[src/rtl/ifu_prefetch_pkg.sv]
// ifu_prefetch_pkg: trap codes, FSM encoding and default fetch-entry layout shared by ifu_prefetch and ifu_fifo
package ifu_prefetch_pkg;
  typedef enum logic [1:0] {TRAP_NONE = 2'd0, TRAP_MISALIGN = 2'd1, TRAP_ACCESS = 2'd2} trap_e;
  typedef enum logic [1:0] {S_REQ, S_WAIT, S_DRAIN, S_HALT} state_e;
  typedef struct packed {
    logic [63:0] pc;
    logic [31:0] inst;
    logic [1:0]  trap;
  } fetch_entry_t;
endpackage

[src/rtl/ifu_fifo.sv]
// ifu_fifo: sync FIFO (clk, rst, clear, push/wdata, pop/rdata, full/empty/count); clear and rst empty it, push allowed when full if popping
module ifu_fifo #(
  parameter int DEPTH = 4,
  parameter int W = 98
) (
  input  logic                       clk,
  input  logic                       rst,
  input  logic                       clear,
  input  logic                       push,
  input  logic [W-1:0]               wdata,
  input  logic                       pop,
  output logic [W-1:0]               rdata,
  output logic                       full,
  output logic                       empty,
  output logic [$clog2(DEPTH):0]     count
);
  localparam int AW = $clog2(DEPTH);
  logic [W-1:0] mem [DEPTH];
  logic [AW-1:0] wp, rp;
  logic do_push, do_pop;
  assign full = count == ($clog2(DEPTH)+1)'(DEPTH);
  assign empty = count == '0;
  assign do_push = push & (~full | pop);
  assign do_pop = pop & ~empty;
  assign rdata = mem[rp];
  always_ff @(posedge clk) begin
    if (rst || clear) begin
      wp <= '0;
      rp <= '0;
      count <= '0;
    end else begin
      if (do_push) begin
        mem[wp] <= wdata;
        wp <= wp + 1'b1;
      end
      if (do_pop) rp <= rp + 1'b1;
      count <= count + ($clog2(DEPTH)+1)'(do_push) - ($clog2(DEPTH)+1)'(do_pop);
    end
  end
endmodule

[src/rtl/ifu_prefetch.sv]
// ifu_prefetch: prefetching IFU (clk/rst, redirect_*, mem_req_*/mem_resp_*, out_* to IF/ID; IFU_PERF_CNT_EN adds perf_fetch_o/perf_flush_o/perf_stall_o)
module ifu_prefetch
  import ifu_prefetch_pkg::*;
#(
  parameter int XLEN = 64,
  parameter int INST_LEN = 32,
  parameter int DEPTH = 4,
  parameter logic [XLEN-1:0] RESET_ADDR = 64'h8000_0000,
  parameter int TRAP_W = 2
) (
  input  logic                clk,
  input  logic                rst,
  input  logic                redirect_valid_i,
  input  logic [XLEN-1:0]     redirect_pc_i,
  output logic                mem_req_valid_o,
  input  logic                mem_req_ready_i,
  output logic [XLEN-1:0]     mem_req_addr_o,
  input  logic                mem_resp_valid_i,
  input  logic [INST_LEN-1:0] mem_resp_data_i,
  input  logic                mem_resp_err_i,
  output logic                out_valid_o,
  input  logic                out_ready_i,
  output logic [XLEN-1:0]     out_pc_o,
  output logic [INST_LEN-1:0] out_inst_o,
  output logic [TRAP_W-1:0]   out_trap_o
`ifdef IFU_PERF_CNT_EN
  ,
  output logic [63:0]         perf_fetch_o,
  output logic [63:0]         perf_flush_o,
  output logic [63:0]         perf_stall_o
`endif
);
  localparam int CW = $clog2(DEPTH) + 1;
  localparam int EW = XLEN + INST_LEN + TRAP_W;
  state_e state_q, state_d;
  logic [XLEN-1:0] pc_q, pc_d;
  logic req_q, req_d, hs, mis, push, pop, full, empty;
  logic [CW-1:0] cnt, cnt_d;
  logic [INST_LEN-1:0] pinst;
  logic [TRAP_W-1:0] ptrap;
  logic [EW-1:0] rdata;
  assign hs = req_q & mem_req_ready_i;
  // pc_q only becomes misaligned through a redirect, so its low bits double as the pending-trap flag
  assign mis = |pc_q[1:0];
  assign pop = ~empty & out_ready_i & ~redirect_valid_i;
  always_comb begin
    state_d = state_q;
    pc_d = pc_q;
    push = 1'b0;
    pinst = '0;
    ptrap = TRAP_W'(TRAP_NONE);
    if (redirect_valid_i) begin
      pc_d = redirect_pc_i;
      // a response landing in this very cycle settles the outstanding request, so no drain is needed
      state_d = (hs || ((state_q == S_WAIT || state_q == S_DRAIN) && !mem_resp_valid_i)) ? S_DRAIN : S_REQ;
    end else begin
      case (state_q)
        S_REQ: begin
          if (mis && !full) begin
            push = 1'b1;
            ptrap = TRAP_W'(TRAP_MISALIGN);
            state_d = S_HALT;
          end else if (hs) state_d = S_WAIT;
        end
        S_WAIT: begin
          if (mem_resp_valid_i) begin
            push = 1'b1;
            pinst = mem_resp_err_i ? '0 : mem_resp_data_i;
            ptrap = mem_resp_err_i ? TRAP_W'(TRAP_ACCESS) : TRAP_W'(TRAP_NONE);
            pc_d = pc_q + XLEN'(4);
            state_d = mem_resp_err_i ? S_HALT : S_REQ;
          end
        end
        S_DRAIN: begin
          if (mem_resp_valid_i) begin
            push = mis;
            ptrap = TRAP_W'(TRAP_MISALIGN);
            state_d = mis ? S_HALT : S_REQ;
          end
        end
        default: ;
      endcase
    end
    cnt_d = redirect_valid_i ? '0 : cnt + CW'(push) - CW'(pop);
    // credit check: in REQ nothing is outstanding, so room in the queue is the whole condition
    req_d = state_d == S_REQ && !(|pc_d[1:0]) && cnt_d < CW'(DEPTH);
  end
  always_ff @(posedge clk) begin
    if (rst) begin
      state_q <= S_REQ;
      pc_q <= RESET_ADDR;
      req_q <= 1'b0;
    end else begin
      state_q <= state_d;
      pc_q <= pc_d;
      req_q <= req_d;
    end
  end
  ifu_fifo #(.DEPTH(DEPTH), .W(EW)) u_fifo (
    .clk(clk),
    .rst(rst),
    .clear(redirect_valid_i),
    .push(push),
    .wdata({pc_q, pinst, ptrap}),
    .pop(pop),
    .rdata(rdata),
    .full(full),
    .empty(empty),
    .count(cnt)
  );
  assign mem_req_valid_o = req_q;
  assign mem_req_addr_o = pc_q;
  assign out_valid_o = ~empty;
  assign {out_pc_o, out_inst_o, out_trap_o} = empty ? '0 : rdata;
`ifdef IFU_PERF_CNT_EN
  always_ff @(posedge clk) begin
    if (rst) begin
      perf_fetch_o <= '0;
      perf_flush_o <= '0;
      perf_stall_o <= '0;
    end else begin
      perf_fetch_o <= perf_fetch_o + 64'(hs);
      perf_flush_o <= perf_flush_o + 64'(redirect_valid_i);
      perf_stall_o <= perf_stall_o + 64'(empty && state_q != S_HALT);
    end
  end
`endif
endmodule
[config.mk]
export PLATFORM = sky130hd
export DESIGN_NAME = ifu_prefetch
export DESIGN_NICKNAME = d
export VERILOG_FILES = /design/src/rtl/ifu_prefetch_pkg.sv /design/src/rtl/ifu_fifo.sv /design/src/rtl/ifu_prefetch.sv
export SDC_FILE = /design/constraint.sdc
export NUM_CORES = 1
export LEC_CHECK = 0
export ABC_CLOCK_PERIOD_IN_PS = 6700
export CAP_MARGIN = 10
export CORE_ASPECT_RATIO = 1.75
export CORE_MARGIN = 4
export CORE_UTILIZATION = 35
export CTS_CLUSTER_DIAMETER = 40
export CTS_CLUSTER_SIZE = 25
export DETAILED_ROUTE_END_ITERATION = 10
export GPL_ROUTABILITY_DRIVEN = 0
export PLACE_DENSITY = 0.63
export RECOVER_POWER = 25
export SYNTH_ARGS = -nofsm -noshare
export SYNTH_HDL_FRONTEND = slang
export SYNTH_SLANG_ARGS = --single-unit
[constraint.sdc]
create_clock -name clk -period 6.7 [get_ports clk]
set_input_delay 1.34 -clock clk [delete_from_list [all_inputs] [get_ports clk]]
set_output_delay 1.34 -clock clk [all_outputs]
set_load 0.05 [all_outputs]
* Yosys cells after proc, flatten, opt, wreduce, memory -nomap -nowiden *
Memories as Yosys holds them, arrays and structs flattened. A register that Yosys moved wholly into a read port is not among the register bits.
Cells that the tools add are included.

storage, ports and cells
  flip-flop bits (word level) = 74
  bits in writable memories = 392
  input bits = 103
  output and inout bits = 164
  logic and storage cells = 80
  memories kept = 1

cells by class
  add/sub/neg operators = 7
  magnitude comparators = 1
  equality and inequality tests = 3
  mux-type cells = 34
  bitwise logic cells = 9
  reduce and logical (&&, ||, !) cells = 18

memories
  name        depth  width  read ports  clocked after memory_dff  wr ports  RTL line        text
  u_fifo.mem  4      98     1           1                         1         ifu_fifo.sv:18  logic [W-1:0] mem [DEPTH];

operators by type and width
  kind                   number
  $mux 64                3
  $mux 32                4
  $mux 98                1
  $add 64x3->64 const B  1
  $mux 2                 13
  $pmux 2 s3             2
  $mux 1                 9
  $add 3x1->3            2
  $sub 3x1->3            2
  $and 1x1->1            5
  $add 2x1->2 const B    2
  $logic_and 1x1->1      4
  $logic_not 2->1        2
  $reduce_bool 2->1      2
  $reduce_or 2->1        2
  $eq 3x3->1 const B     1
  $logic_not 1->1        3
  $logic_not 3->1        1
  $logic_or 1x1->1       3
  $lt 3x3->1 const B     1
  $mux 3                 1
  $not 1->1              3
  $pmux 1 s3             1
  $eq 2x1->1 const B     1
  3 further kinds        3

* Depth between registers and ports, before layout *
  depth after elaboration = 11
  depth in mapped cells = 11
  gate-level depth less buffers = 9

* Cells and area by module *
From an unflattened synthesis, not the netlist that was laid out.

second synthesis, totals
  cell total of the unflattened synthesis = 1215
  area total of the unflattened synthesis = 19587.5 um^2

by module, submodules not included
  module        instances  cells an instance  area each (um^2)  seq. area each (um^2)
  ifu_fifo      1          563                14612.8           11951.5
  ifu_prefetch  1          652                4974.8            1341.3

* Worst setup path before layout *
No wires, ideal clock.

  path kind = input to register
  start = in mem_resp_valid_i
  end = mem u_fifo.mem[1][0], enable pin
  setup time = 468 ps
  arrival = 5201 ps
  data required time = 6232 ps
  slack = 1031 ps
  cell stages on the path = 5
  path buffers = 1
  cell sequence = clkbuf_1 -> o211ai_1 -> o211a_1 -> a2111oi_1 -> and3_1

between the ends
  word-level cells in the longest chain between the ends = 7
  elaborated cells on any way between the ends = 8
  those cells by class = mux (7); bitwise (1)

RTL lines
  element                         RTL line                                text
  from (decl)                     ifu_prefetch.sv:18                      input logic mem_resp_valid_i,
  $mux 1 (on tied branches)       ifu_prefetch.sv:75, ifu_prefetch.sv:66
  $pmux 1 s3 *                    ifu_prefetch.sv:57                      case (state_q)
  $mux 1 *                        ifu_prefetch.sv:52                      if (redirect_valid_i) begin
  $and 1x1->1 *                   ifu_fifo.sv:23                          assign do_push = push & (~full | pop);
  $mux 1 *                        ifu_fifo.sv:32                          if (do_push) begin
  $mux 1 *                        ifu_fifo.sv:27                          if (rst || clear) begin
  $mux 1 (implied by the code) *  ifu_fifo.sv:33                          mem[wp] <= wdata;
  to (decl)                       ifu_fifo.sv:18

Every way passes the cells marked *; elsewhere a longest branch is shown, timed or not.

==> flow_summary.ini <==
[floorplanning]
start_util_pct = 35.2
coreArea_um2 = 55200
die_area_um2 = 59500
ios = 267
core.rowCount = 114
dieWidth_um = 186
chipHeight_um = 320

[place]
dp.final_hpwl_um = 33200
pre_cts_slack_ns = 2.13
portBuffers = 266

[clock_tree]
insertion_delay_ns = 0.56
numCtsBuffers = 42
cts.path.max_buffers = 3
cts_tree = yes
postCtsSetupRepairBufs = 0
root_buffer = clkbuf_16
clock_sinks = 468
htreeDepth = 2
path_clk_slew_ns = 0.08
cts-resized-gates = 0
cts_hold_buf = 0

[sta]
post-route-period-util_pct = 72.7
setup_viol = 0
finalSetupTns_ns = 0
worst_pin_slew_ns = 1.06
hold_slack_ns = 0.538
final-hold-violation-count = 0
slew_headroom_pct = 29.0
min_period_ns = 4.87
worst_slack_ns = 1.83
max_freq_mhz = 205
rsz0062_at_grt = false
drv_slew = 0
skew_ns = 0.0205

[critical_path]
worstPathCellList = buf_4, mux4_2, and2_1, clkdlybuf4s50_1
worstReg2RegEnd = u_fifo.mem[2][18]$_DFFE_PP_
cp.depth = 4
cp-start-kind = flip-flop
cp.required_ns = 5.36
arrival_ns = 3.53
critPathKind = flip-flop to output port
crit_family = buffers and inverters
crit_slowest_cell = dfxtp_4
r2r_start = state_q[1]$_SDFF_PP0_
ff2ff_setup_slack_ns = 3.41
critPathMaxFanout = 46
rr_worst_depth = 8
end_kind = output port
path_buf_inv = 2
max_stage_delay_ns = 1.02

[logic_synthesis]
synthTopCellsByArea = edfxtp_1, mux4_2, dfxtp_1, and2_1, nor2_1
ys.flop_type = edfxtp_1
async_reset_ff_share_pct = 0
synth_common_cells = edfxtp_1, and2_1, mux4_2
yosysTopAreaCellShare_pct = 60.5
ys_seq_elements = 468
syn_nets = 1336
synth.most_common_cell = edfxtp_1
syn_area_um2 = 19400
netlist-cell-type-count = 53
yosysSeqAreaShare_pct = 68.4
synth-edff-count = 392
synth_cells = 1219
yosysTopAreaCell = edfxtp_1
synth_warnings = 0
syn_area_per_cell_um2 = 16.0

[global_routing]
grt_pass1_wl_um = 75000
grt_max_degree = 102
antenna_found_initial = 3
first_global_vias = 11900
grt_usage_pct = 16.6
grt_overflow = 0

[drt]
drtIter0Drc = 671
routedWlPerCell_um = 23.0
num_vias = 11600
first_pass_iters = 5
post-route-drc-count = 0
drtAntennaViolNets = 0
viasPerCell = 5.25
drt-total-wl_um = 50600

[hold_path]
holdPathStages = 2
min_to = u_fifo.rp[1]$_SDFFE_PP0P_
min-delay-start = u_fifo.rp[1]$_SDFFE_PP0P_
hold_path_class = flip-flop to flip-flop

[final_layout]
drive_gt1_share_pct = 13.6
syn2layout_area_growth_pct = 25.5
nets = 1588
fill_cells = 4787

[status]
status = completed

[power_and_ir_drop]
ir_drop_mv = 0.168
p_leak_nw = 7.72
total_power_mw = 6.39
power.density_nw_per_um2 = 262

[flow_run]
cap_violations = 0
sequential cells by signal, summed over array words and instances, names as in the netlist, named ones only:
signal	flops
u_fifo.mem	392
mem_req_addr_o	64
u_fifo.count	3
state_q	2
u_fifo.rp	2
u_fifo.wp	2
mem_req_valid_o	1
metrics by stage:
stage               instance area (um2)  util (%)  instances
global placement                  22900      41.5       2123
CTS                               24400      44.2       2198
global route                      24400      44.2       2198
finish                            24400      44.2       2199
detailed placement                22900      41.5       2123
floorplan                         19400         -       1219
logic make-up after synthesis:
logic type	share of synthesized area (%)
flops	68.4
simple gates	11.3
compound gates	4.21
mux	11.8
buf+inv	1.90
xor+xnor	1.49
fa+ha+maj	0.939
metal layers:
metal	routed length [um]	global-route usage, %	up-vias
met5	22	0	-
li1	-	-	5279
met1	18600	19.3	5828
met2	27100	30.0	354
met4	1920	6.24	4
met3	2990	3.32	87
final cells by class:
type	count	area, um2	area share, %
sequential	468	13300	54.5
multi-input combinational	655	5820	23.8
timing repair buffer	279	2830	11.6
clock buffer	44	1080	4.42
tap	696	871	3.57
clock inverter	31	414	1.70
inverter	25	95.1	0.390
antenna	1	2.50	0.0103
cell usage in the layout, fill, tap and decap left out, drive strengths merged, types with 16 or more instances in the layout:
| cell type | count |
|---|---|
| edfxtp | 392 |
| clkdlybuf4s50 | 264 |
| and2 | 136 |
| mux4 | 98 |
| dfxtp | 76 |
| nor2 | 73 |
| clkbuf | 44 |
| inv | 37 |
| nand2 | 34 |
| a311oi | 27 |
| xnor2 | 27 |
| nand3 | 23 |
| nand4 | 20 |
| or4 | 19 |
| a211oi | 18 |
| o21ai | 17 |
| nor3 | 17 |
| a21oi | 16 |
| or3 | 16 |
how the worst max path moves through the flow:
stage | start | endpoint | slack [ns]
floorplan | mem_resp_valid_i | u_fifo.mem[1][0]$_DFFE_PP_ | 1.03
global placement | mem_resp_valid_i | mem_req_addr_o[53]$_SDFFE_PP0P_ | 2.17
detailed placement | mem_resp_valid_i | u_fifo.mem[0][22]$_DFFE_PP_ | 2.13
CTS | flip-flop | out_inst_o[16] | 1.66
global route | flip-flop | out_inst_o[16] | 1.55
finish | flip-flop | out_inst_o[23] | 1.83
tightest hold or removal path, delay by kind of cell, from the launching register on:
| family | cells | cell delay (ns) |
|---|---|---|
| DFF | 1 | 0.33 |
| and+or+nand+nor | 1 | 0.10 |
| xor gates and xnor gates | 1 | 0.07 |
where the power goes:
group	switching [mW]	internal, mW	total (mW)
Combinational	0.341	0.210	0.551
Sequential	0.0826	3.19	3.27
Clock	1.20	1.37	2.57
Power figures use the tool's default switching activity.
